`config.mk`:
```
export PLATFORM = sky130hd
export DESIGN_NAME = key_window_sequencer
export DESIGN_NICKNAME = d
export VERILOG_FILES = /design/src/rtl/key_window_sequencer.sv
export SDC_FILE = /design/constraint.sdc
export NUM_CORES = 1
export LEC_CHECK = 0
export CAP_MARGIN = 20
export CORE_UTILIZATION = 58
export CTS_BUF_LIST = sky130_fd_sc_hd__clkbuf_16
export DETAILED_ROUTE_END_ITERATION = 7
export PLACE_DENSITY = 0.8
export SYNTH_ARGS = -nofsm -noshare
export SYNTH_HDL_FRONTEND = slang
export SYNTH_SLANG_ARGS = --single-unit
```
`constraint.sdc`:
```
create_clock -name clk -period 3.2 [get_ports clk]
set_clock_uncertainty 0.1 [all_clocks]
set_input_delay 0.64 -clock clk [delete_from_list [all_inputs] [get_ports clk]]
set_output_delay 0.64 -clock clk [all_outputs]
set_load 0.05 [all_outputs]
```
`src/rtl/key_window_sequencer.sv`:
```
`default_nettype none
// ============================================================================
// Module   : key_window_sequencer
// Purpose  : Key-sequence unlock controller for the BA13=0/BA12=1 read window.
// Revision : 1.0
// ============================================================================
module key_window_sequencer #(
    parameter int unsigned KEY_LEN        = 6,
    parameter logic [31:0] KEY            = 32'h0000_A5C3,
    parameter logic [3:0]  RELOCK_NIB     = 4'hF,
    parameter int unsigned GAP_TIMEOUT    = 255,
    parameter int unsigned UNLOCK_CYCLES  = 65535,
    parameter int unsigned MAX_FAILS      = 3,
    parameter int unsigned LOCKOUT_CYCLES = 4095
) (
    input  logic        clk,
    input  logic        rst,
    input  logic        bus_valid,
    input  logic        SSER,
    input  logic [13:4] BA,
    input  logic        BR_W,
    output logic        unlocked,
    output logic        lockout,
    output logic [2:0]  key_step,
    output logic        rsp_oe,
    output logic [1:0]  rsp_data
);

    typedef enum logic [1:0] {
        S_IDLE     = 2'd0,
        S_SEQ      = 2'd1,
        S_UNLOCKED = 2'd2,
        S_LOCKOUT  = 2'd3
    } state_t;

    localparam logic [7:0]  C_GAP_LOAD    = 8'(GAP_TIMEOUT);
    localparam logic [15:0] C_UNL_LOAD    = 16'(UNLOCK_CYCLES);
    localparam logic [11:0] C_LOCK_LOAD   = 12'(LOCKOUT_CYCLES);
    localparam logic [1:0]  C_MAX_FAILS   = 2'(MAX_FAILS);
    localparam logic [2:0]  C_LAST_STEP   = 3'(KEY_LEN - 1);
    localparam logic [3:0]  C_KEY0        = KEY[3:0];
    localparam bit          C_ONE_STEP    = (KEY_LEN == 1);
    localparam bit          C_UNL_EXPIRES = (UNLOCK_CYCLES != 0);

    state_t      state_q, state_d;
    logic [2:0]  step_q, step_d;
    logic [1:0]  fail_q, fail_d;
    logic [7:0]  gap_q, gap_d;
    logic [15:0] unl_q, unl_d;
    logic [11:0] lock_q, lock_d;
    logic        unlocked_q, lockout_q;

    logic        w_wr;
    logic [3:0]  w_nib;
    logic [3:0]  w_exp_nib;
    logic        w_match;
    logic        w_in_key;
    logic [1:0]  w_fail_inc;
    logic        w_unused_ba;

    assign w_wr        = bus_valid & ~SSER & ~BA[13] & BA[12] & BR_W;
    assign w_nib       = BA[7:4];
    assign w_exp_nib   = KEY[{step_q, 2'b00} +: 4];
    assign w_match     = (w_nib == w_exp_nib);
    assign w_in_key    = (state_q == S_IDLE) || (state_q == S_SEQ);
    assign w_fail_inc  = (fail_q == C_MAX_FAILS) ? fail_q : fail_q + 2'd1;
    assign w_unused_ba = ^BA[11:8];

    assign unlocked = unlocked_q;
    assign lockout  = lockout_q;
    assign key_step = step_q;
    assign rsp_oe   = w_wr;
    assign rsp_data = {unlocked_q, w_wr & w_in_key & w_match};

    // Timers hold their value at 0; a state leaves on the cycle it finds its timer already at 0.
    always_comb begin
        state_d = state_q;
        step_d  = step_q;
        fail_d  = fail_q;
        gap_d   = gap_q;
        unl_d   = unl_q;
        lock_d  = lock_q;
        case (state_q)
            S_IDLE: begin
                if (w_wr && w_match) begin
                    if (C_ONE_STEP) begin
                        state_d = S_UNLOCKED;
                        fail_d  = 2'd0;
                        unl_d   = C_UNL_LOAD;
                    end else begin
                        state_d = S_SEQ;
                        step_d  = 3'd1;
                        gap_d   = C_GAP_LOAD;
                    end
                end
            end
            S_SEQ: begin
                if (w_wr) begin
                    if (w_match) begin
                        if (step_q == C_LAST_STEP) begin
                            state_d = S_UNLOCKED;
                            step_d  = 3'd0;
                            fail_d  = 2'd0;
                            unl_d   = C_UNL_LOAD;
                        end else begin
                            step_d = step_q + 3'd1;
                            gap_d  = C_GAP_LOAD;
                        end
                    end else begin
                        fail_d = w_fail_inc;
                        if (w_fail_inc == C_MAX_FAILS) begin
                            state_d = S_LOCKOUT;
                            step_d  = 3'd0;
                            lock_d  = C_LOCK_LOAD;
                        end else if (w_nib == C_KEY0) begin
                            step_d = 3'd1;
                            gap_d  = C_GAP_LOAD;
                        end else begin
                            state_d = S_IDLE;
                            step_d  = 3'd0;
                        end
                    end
                end else if (gap_q == 8'd0) begin
                    state_d = S_IDLE;
                    step_d  = 3'd0;
                end else begin
                    gap_d = gap_q - 8'd1;
                end
            end
            S_UNLOCKED: begin
                if (w_wr && (w_nib == RELOCK_NIB)) begin
                    state_d = S_IDLE;
                end else if (C_UNL_EXPIRES) begin
                    if (unl_q == 16'd0) begin
                        state_d = S_IDLE;
                    end else begin
                        unl_d = unl_q - 16'd1;
                    end
                end
            end
            S_LOCKOUT: begin
                if (lock_q == 12'd0) begin
                    state_d = S_IDLE;
                    fail_d  = 2'd0;
                end else begin
                    lock_d = lock_q - 12'd1;
                end
            end
            default: begin
                state_d = S_IDLE;
                step_d  = 3'd0;
            end
        endcase
    end

    always_ff @(posedge clk or posedge rst) begin
        if (rst) begin
            state_q    <= S_IDLE;
            step_q     <= 3'd0;
            fail_q     <= 2'd0;
            gap_q      <= 8'd0;
            unl_q      <= 16'd0;
            lock_q     <= 12'd0;
            unlocked_q <= 1'b0;
            lockout_q  <= 1'b0;
        end else begin
            state_q    <= state_d;
            step_q     <= step_d;
            fail_q     <= fail_d;
            gap_q      <= gap_d;
            unl_q      <= unl_d;
            lock_q     <= lock_d;
            unlocked_q <= (state_d == S_UNLOCKED);
            lockout_q  <= (state_d == S_LOCKOUT);
        end
    end

endmodule
`default_nettype wire
```
==> run metrics, run 1 <==
status finished, violations left; failing checks DRC; VDD IR max 0.336 mV; crit path time final slightly above 3 ns; EDFF count, synth 0; Largest stage delay, worst path 0.44 ns; Slew headroom 0.444; LEAKAGE 0.00149 uW; # port buffers 18; nets between 300 and 400; largest net degree at the start of global routing 33; worst skew pair latency a little under 0.3 ns; Clock Path Buffers 2; RSZ-0062 raised after global routing no; global-route wire length before repair about 10 mm; CTS HTree Levels 2; Avg Synthesized Cell Area about 9.4 um2; clock root buffer clkbuf_16; Row Count 24; Via Count around 2400; HPWL after detailed placement between 4 and 5 mm; commonest cells after routing, fill and taps aside dfrtp_1, nand2_1, nor2_1; post-CTS resize count 0; Setup CP Type flop to output port; Async S/R FF share, synth 1.00; commonest non-fill, non-tap cell in the layout dfrtp_1; Hold Slack 0.412 ns; main area contributors after synthesis dfrtp_1, nand2_1, xor2_1, nor2_1, ha_1; Final Setup Violations 0; worst slew pin tran around 0.83 ns; Filler cells roughly 330; Max FO, Critical Path 6; area delta synth->final 19.9%; Critical Path AT ~2.3 ns; Starting Density 0.620; layout cells sized above 1 0.170; Fmax achieved roughly 320 MHz; hold crit path type flop to flop; Finished Core Util 0.743; Hold Violations, Final 0; Gate Count Post-Synth 295; period utilization 0.963; flop2flop setup slack roughly 0.19 ns; Synth Flop Type dfrtp_1; Final ANT Viol Nets 0; CTS sink cnt 45; Worst Setup Start Kind flop; Pre-Repair DR Iteration Count 7; TritonCTS buffer count 5; Max Cap Viol 0; initial antenna violation count 0; Ports 23; DRT Wirelength between 5 and 6 mm; GP Congestion around 0.85; routed len/inst approximately 15 um; die area just over 5000 um2; Die Y 71.1 um; FF+latch count, synth 45; Vias/cell between 6 and 7; top-area cell type share of the netlist area 0.406; Pwr Density about 640 nW/um2; WP buf/inv 2; crit end category output port; Fin Setup TNS 0 ns; final worst slack between 0.1 and 0.15 ns; CP cell instances inv_1 > ha_1 > or3b_4 > a211oi_4 > o211ai_1 > nor2_4 > buf_12; global-route usage over all layers 0.255; Core ar. ~4500 um2; Syn. warnings 0; syn nets about 320; crit-path leading delay family simple AND/OR/NAND/NOR gates; clock-pin slew on the worst setup and hold paths 0.06 ns; DRC 1; pins over their slew limit 0; # diodes 0; die span in x slightly above 70 um; Initial DRC Count around 130; count of cell types in the netlist 66; post-place setup slack 0.0848 ns; Seq/Total Area, Yosys 0.406; TritonCTS clock tree yes; area leader, netlist dfrtp_1; # Post-CTS Setup Buffers 0; Worst EP required ~2.5 ns; vias in the first global route between 2000 and 2500; CP max stage cell dfrtp_2; Mapped Area around 2800 um2; Hold-fix buffers, CTS 0; gr ovfl total 0
[layout make-up]
type,instances,area (um2),area share
clock buffer,5,125,0.0376
sequential,45,1130,0.339
multi-input combinational,230,1570,0.472
inverter,13,48.8,0.0147
clock inverter,3,25.0,0.00752
timing repair buffer,40,365,0.110
tap,52,65.1,0.0196
[path summary, 6_finish.rpt]
kind / end / cells past startpoint / start
max reg2reg: gap_q[6] / 9 / key_step[0]
max: rsp_data[0] / 7 / key_step[0]
max in group asynchronous: state_q[1] / 3 / rst
min in group asynchronous: lock_q[5] / 2 / rst
min reg2reg: gap_q[0] / 1 / gap_q[0]
min: gap_q[0] / 1 / gap_q[0]
[state kept, by name, summed over array words and instances (netlist names)]
register  flops
state_q       2
unl_q        16
key_step      3
gap_q         8
lockout       1
lock_q       12
fail_q        2
unlocked      1
[per-stage QoR]
stage | cell area [um2] | power (uW) | instances
floorplan | 2780 | 1400 | 295
global placement | 3160 | 1580 | 378
detailed placement | 3160 | 1610 | 378
CTS | 3310 | 2130 | 386
global route | 3330 | 2270 | 388
finish | 3330 | 2140 | 388
[logic make-up (layout without fill, tap and decap cells)]
logic type / after synthesis / in the layout / share of synthesized area
xor+xnor: 13 / 13 / 0.0438
flops: 45 / 45 / 0.406
simple gates: 130 / 130 / 0.264
fa+ha+maj: 7 / 7 / 0.0316
buf+inv: 20 / 61 / 0.0307
mux: 2 / 2 / 0.00767
compound gates: 78 / 78 / 0.217
[cell usage after synthesis (3+ instances only)]
master	number
a31oi_1	5
ha_1	7
or4_1	11
a21oi_1	8
nand2_1	29
o21ai_0	12
clkbuf_1	3
nand3_1	13
o211ai_1	8
nor3_1	12
nand4b_1	3
dfrtp_1	45
xor2_1	12
o31ai_1	8
o21ai_2	3
nor2b_1	3
or3_1	5
o21ai_1	5
nor2_1	25
inv_1	12
nand2b_1	5
[power by group]
group	switching [uW]	internal [uW]	leakage [uW]	total [uW]
Clock	224	295	0.0000708	518
Sequential	157	709	0.000576	866
Combinational	421	331	0.000842	752
Total	801	1340	0.00149	2140
[worst reg2reg max path, delay by kind of cell, from the launching register on]
family                     cells  cell delay [ns]
buffers and inverters          2             0.26
adders and majority gates      1             0.34
AOI/OAI and AO/OA              4             1.03
DFF                            1             0.44
muxes                          1             0.33
and+or+nand+nor                1             0.43
[layer usage]
layer | up-vias | GRT usage | share of wire
li1 | 1191 | - | -
met1 | 1149 | 0.343 | 0.48
met2 | 36 | 0.422 | 0.48
met3 | 11 | 0.0342 | 0.020
met4 | 0 | 0.0911 | 0.018
met5 | - | 0 | 0
Power figures use the tool's default switching activity.
==> inputs of run 2 (changes only) <==
--- a/config.mk
+++ b/config.mk
@@ -6,6 +6,7 @@
 export NUM_CORES = 1
 export LEC_CHECK = 0
 export CAP_MARGIN = 20
+export CORE_MARGIN = 4
 export CORE_UTILIZATION = 58
 export CTS_BUF_LIST = sky130_fd_sc_hd__clkbuf_16
 export DETAILED_ROUTE_END_ITERATION = 7
==> run metrics, run 2 (synthesis gave the netlist of run 1 again) <==
Slew headroom 0.583 (+0.138); commonest non-fill, non-tap cell in the layout dfrtp_1; max FFs per register 16 (unchanged); Critical Path AT 2.37 ns (+0.03 ns); worst slew pin tran 0.625 ns (-0.208 ns); pins over their slew limit 0 (unchanged); DP Area 3150 um2 (-0.24%); period utilization 0.972 (+0.00821); Hold Slack 0.408 ns (-0.00378 ns); Initial DRC Count 169 (+31%); fin area 3330 um2 (about the same); Ports 23 (unchanged); Largest stage delay, worst path 0.44 ns (about the same); Pre-Repair DR Iteration Count 5 (-2); Filler cells 312 (-4.3%); Hold Path Depth 1 (unchanged); # diodes 0 (unchanged); vias in the first global route 2317 (+0.87%); R2R depth 9 (unchanged); DRC 0 (-1); TritonCTS buffer count 5 (unchanged); Setup CP Type flop to output port; die area 5950 um2 (+18%); Hold Violations, Final 0 (unchanged); CP cell instances inv_1 > ha_1 > or3b_4 > a211oi_4 > o211ai_1 > nor2_4 > buf_12; clock root buffer clkbuf_16; Fmax achieved 322 MHz (-0.85%); worst skew pair latency 0.28 ns (about the same); Final ANT Viol Nets 0 (unchanged); Vias/cell 6.29 (+2.2%); HPWL after detailed placement 4.38 mm (+2.1%); Max Cap Viol 0 (unchanged); global-route usage over all layers 0.215 (-0.0402); clock-pin slew on the worst setup and hold paths 0.06 ns (about the same); DRT Wirelength 6.00 mm (+1.7%); Pwr Density 658 nW/um2 (+2.5%); largest net degree at the start of global routing 30 (-9.1%); Core ar. 4500 um2 (+0.67%); commonest cells after routing, fill and taps aside dfrtp_1, nand2_1, nor2_1; Die Y 77.1 um (+8.4%); gr ovfl total 0 (unchanged); crit end category output port; GP Congestion 0.814 (-4.2%); hold crit path type flop to flop; Row Count 24 (unchanged); routed len/inst 15.5 um (+2.2%); Max FO, Critical Path 6 (unchanged); Worst Setup Start Kind flop; VDD IR max 0.325 mV (-3.3%); Fin Setup TNS 0 ns (unchanged); die span in x 77.1 um (+8.4%); crit path time final 3.11 ns (+0.0263 ns); Starting Density 0.616 (-0.00413); LEAKAGE 0.00149 uW (+0.31%); CP max stage cell dfrtp_2; Clock Path Buffers 2 (unchanged); area delta synth->final 20.0% (about the same); layout cells sized above 1 0.165 (-0.00497); CTS HTree Levels 2 (unchanged); TritonCTS clock tree yes; CTS sink cnt 45 (unchanged); Final Setup Violations 0 (unchanged); # port buffers 18 (unchanged); Worst EP required 2.46 ns (about the same); Most flops, register unl_q; Via Count 2427 (+1.7%); global-route wire length before repair 10.6 mm (+4.0%); Regs by FF count unl_q x16, lock_q x12, gap_q x8; status finished clean; nets 356 (-0.28%); initial antenna violation count 0 (unchanged)
[run 2: changes by cell type in the layout (fill, tap and decap cells not counted), sizes merged]
| cell | previous run | this run |
|---|---|---|
| buf | 24 | 23 |
| bufinv | 0 | 1 |
| clkinv | 0 | 1 |
| clkinvlp | 1 | 0 |
| inv | 15 | 13 |
[run 2: final cells by class]
| class | count | area (um2) | share of cell area |
|---|---|---|---|
| clock inverter | 2 | 35.0 | 0.0105 |
| sequential | 45 | 1130 | 0.339 |
| tap | 52 | 65.1 | 0.0195 |
| clock buffer | 5 | 125 | 0.0376 |
| timing repair buffer | 39 | 358 | 0.108 |
| multi-input combinational | 230 | 1570 | 0.471 |
| inverter | 13 | 48.8 | 0.0147 |
[run 2: worst paths after layout]
check	end	slack [ns]	start
worst max-delay path	rsp_data[0]	0.09	key_step[0]
worst min-delay path	gap_q[0]	0.41	gap_q[0]
worst max register to register	gap_q[6]	0.15	key_step[0]
worst min register to register	gap_q[0]	0.41	gap_q[0]
max in group asynchronous	unl_q[2]	1.76	rst
min in group asynchronous	unl_q[6]	0.66	rst
[run 2: power breakdown]
group          switching [uW]  total, uW  leakage [uW]  internal, uW
Clock                     214        577     0.0000797           363
Combinational             423        751      0.000837           328
Sequential                154        863      0.000576           709
[run 2: per-layer routing]
layer	up-vias	share of wire	global-route usage
met5	-	0	0
met4	0	0.019	0.0730
met3	12	0.046	0.0328
met2	71	0.47	0.350
met1	1158	0.46	0.291
li1	1186	-	-
[run 2: worst max-delay path: cells and delay by family, from the launching register on]
kind                       cells  cell delay [ns]
buffers and inverters          2             0.24
AOI/OAI and AO/OA              2             0.49
and+or+nand+nor                2             0.57
adders and majority gates      1             0.34
DFF                            1             0.44
[run 2: metrics by stage]
| step | std cells | total power (uW) | setup WS (ns) | utilization |
|---|---|---|---|---|
| 2_1_floorplan | 295 | 1400 | 0.0908 | - |
| 3_3_place_gp | 377 | 1570 | 0.0855 | 0.700 |
| 3_5_place_dp | 377 | 1610 | 0.0263 | 0.700 |
| 4_1_cts | 384 | 2190 | 0.0294 | 0.736 |
| 5_1_grt | 386 | 2340 | -0.00393 | 0.739 |
| 6_report | 386 | 2190 | 0.0907 | 0.739 |
[run 2: what timing repair did]
action | 4_1_cts | 5_1_grt
endpoints found under the hold margin | 0 | 0
setup buffers | 0 | 2
hold buffers | 0 | 0
gates resized for setup | 0 | 0
setup endpoints to repair | 0 | 1
==> inputs of run 3 (changes only) <==
--- a/config.mk
+++ b/config.mk
@@ -5,12 +5,15 @@
 export SDC_FILE = /design/constraint.sdc
 export NUM_CORES = 1
 export LEC_CHECK = 0
+export ABC_AREA = 1
 export CAP_MARGIN = 20
 export CORE_MARGIN = 4
-export CORE_UTILIZATION = 58
+export CORE_UTILIZATION = 64
 export CTS_BUF_LIST = sky130_fd_sc_hd__clkbuf_16
 export DETAILED_ROUTE_END_ITERATION = 7
+export DONT_BUFFER_PORTS = 1
 export PLACE_DENSITY = 0.8
+export SLEW_MARGIN = 20
 export SYNTH_ARGS = -nofsm -noshare
 export SYNTH_HDL_FRONTEND = slang
 export SYNTH_SLANG_ARGS = --single-unit
==> run metrics, run 3 <==
DP Area 3120 um2 (-1.2%); GP Congestion 0.877 (+7.8%); vias in the first global route 2575 (+11%); layout cells sized above 1 0.115 (-0.0495); worst skew pair latency 0.28 ns (about the same); Layout Cells excl Fill 486 (+26%); pins over their slew limit 0 (unchanged); worst slew pin tran 0.875 ns (+0.250 ns); commonest cells in the synthesized netlist nand2_1, nor2_1, dfrtp_1; crit end category output port; area leader, netlist dfrtp_1; Pwr Density 360 nW/um2 (-45%); syn nets 451 (+42%); Seq/Total Area, Yosys 0.368 (-0.0380); Starting Density 0.684 (+0.0682); Synth Flop Type dfrtp_1; Regs by FF count unl_q x16, lock_q x12, gap_q x8; Max FO, Critical Path 5 (-1); post-place setup slack 0.643 ns (+0.617 ns); Gate Count Post-Synth 429 (+45%); Initial DRC Count 133 (-21%); Core ar. 4470 um2 (-0.67%); commonest cells after routing, fill and taps aside nand2_1, nor2_1, dfrtp_1; Filler cells 359 (+15%); TritonCTS clock tree yes; EDFF count, synth 0 (unchanged); HPWL after detailed placement 4.36 mm (-0.43%); largest net degree at the start of global routing 46 (+53%); Mapped Area 3060 um2 (+10%); Final Setup Violations 0 (unchanged); Worst EP required 2.46 ns (about the same); Fmax achieved 350 MHz (+8.9%); largest family of logic cells by synthesized area simple AND/OR/NAND/NOR gates; gr ovfl total 0 (unchanged); DRC 0 (unchanged); # diodes 0 (unchanged); Slew headroom 0.417 (-0.166); register area 1130 um2 (-0.11%); Synth Area in Compound Gates 0.0908 (-0.126); Syn. warnings 0 (unchanged); Fin Setup TNS 0 ns (unchanged); die area 5950 um2 (about the same); FF+latch count, synth 45 (unchanged); LEAKAGE 0.00147 uW (-1.6%); Die Y 77.1 um (about the same); Pre-Repair DR Iteration Count 4 (-1); Final ANT Viol Nets 0 (unchanged); die span in x 77.1 um (about the same); Ports 23 (unchanged); fin area 3300 um2 (-0.86%); clock-pin slew on the worst setup and hold paths 0.06 ns (about the same); global-route wire length before repair 11.1 mm (+4.5%); final worst slack 0.346 ns (+0.255 ns); max FFs per register 16 (unchanged); nets 455 (+28%); multi-input logic area 1690 um2 (+7.6%); post-synthesis mux area share 0 (-0.00767); period utilization 0.892 (-0.0798); clock root buffer clkbuf_16; placed cells 477 (+27%); Hold-fix buffers, CTS 0 (unchanged); count of cell types in the netlist 31 (-53%); count leader, synth nand2_1; global-route usage over all layers 0.225 (+0.0103); status finished clean; Critical Path AT 2.11 ns (-0.26 ns); XOR/XNOR Fraction of Synth Area 0.0712 (+0.0274); DRT Wirelength 6.17 mm (+3.0%); Most flops, register unl_q; synthesized-area fraction occupied by adder cells 0.0286 (-0.00296); Row Count 24 (unchanged); CTS HTree Levels 2 (unchanged); TritonCTS buffer count 5 (unchanged); hold crit path type input pin to asynchronous set/reset pin; VDD IR max 0.284 mV (-13%); Worst Setup Start Kind flop; post-CTS resize count 0 (unchanged); commonest non-fill, non-tap cell in the layout nand2_1; initial antenna violation count 0 (unchanged); Finished Core Util 0.737 (-0.00147); area delta synth->final 7.85%; crit path time final 2.85 ns (-0.255 ns); top-area cell type share of the netlist area 0.368 (-0.0380); main area contributors after synthesis dfrtp_1, nand2_1, nor2_1, inv_1, nand3_1; Max Cap Viol 0 (unchanged); Avg Synthesized Cell Area 7.13 um2 (-24%); Clock Path Buffers 2 (unchanged); Async S/R FF share, synth 1.00 (unchanged); Setup CP Type flop to output port; RSZ-0062 raised after global routing no; CTS sink cnt 45 (unchanged); Vias/cell 5.49 (-13%); # Post-CTS Setup Buffers 0 (unchanged); Hold Violations, Final 0 (unchanged); routed len/inst 12.7 um (-18%); Simple-Gate Fraction of Synth Area 0.361 (+0.0976); # port buffers 0 (-18); Via Count 2669 (+10%)
[run 3: per-stage QoR]
step	hold slack [ns]	power (uW)
after detailed placement	0.376	624
after CTS	0.385	1200
after global placement	0.355	623
after global routing	0.140	1240
final	0.117	1190
after floorplan	0.342	615
[run 3: routing by layer]
layer / routed length [um] / vias up / GRT usage
met5: 0 / - / 0
met2: 2890 / 56 / 0.379
met4: 72 / 0 / 0.0712
li1: - / 1374 / -
met3: 263 / 6 / 0.0410
met1: 2950 / 1233 / 0.292
[run 3: report_power, final]
group | switching [uW] | internal [uW]
Clock | 209 | 363
Combinational | 30.3 | 11.6
Sequential | 2.85 | 571
[run 3: critical path, cell delays in order, from the launching register on]
cell	delay, ns
dfrtp_1	0.36
inv_1	0.09
ha_1	0.36
nor2_2	0.14
xor2_2	0.23
nand2_2	0.10
nor2_4	0.15
nand3_4	0.13
inv_1	0.13
buf_12	0.14
[run 3: final cells by class]
| type | count | area share |
|---|---|---|
| Multi-Input combinational cell | 326 | 0.512 |
| Sequential cell | 45 | 0.341 |
| Inverter | 48 | 0.0546 |
| Clock buffer | 5 | 0.0379 |
| Timing Repair Buffer | 7 | 0.0235 |
| Tap cell | 52 | 0.0197 |
| Clock inverter | 3 | 0.0114 |
[run 3: path summary, 6_finish.rpt]
| kind | startpoint | endpoint | slack [ns] | cells after the start |
|---|---|---|---|---|
| max | key_step[0] | rsp_data[0] | 0.35 | 9 |
| min | rst | unl_q[2] | 0.12 | 1 |
| max reg2reg | key_step[0] | lock_q[0] | 0.88 | 11 |
| min reg2reg | gap_q[1] | gap_q[1] | 0.38 | 2 |
| max in group asynchronous | rst | key_step[2] | 2.41 | 2 |
| min in group clk | gap_q[1] | gap_q[1] | 0.38 | 2 |
[run 3: logic make-up (layout without fill, tap and decap cells)]
kind of cell,Yosys count,count (layout)
AO/OA/AOI/OAI,49,49
buffers and inverters,58,63
adder cells (fa/ha/maj),7,7
XOR/XNOR,24,24
flip-flops,45,45
AND/OR/NAND/NOR,246,246
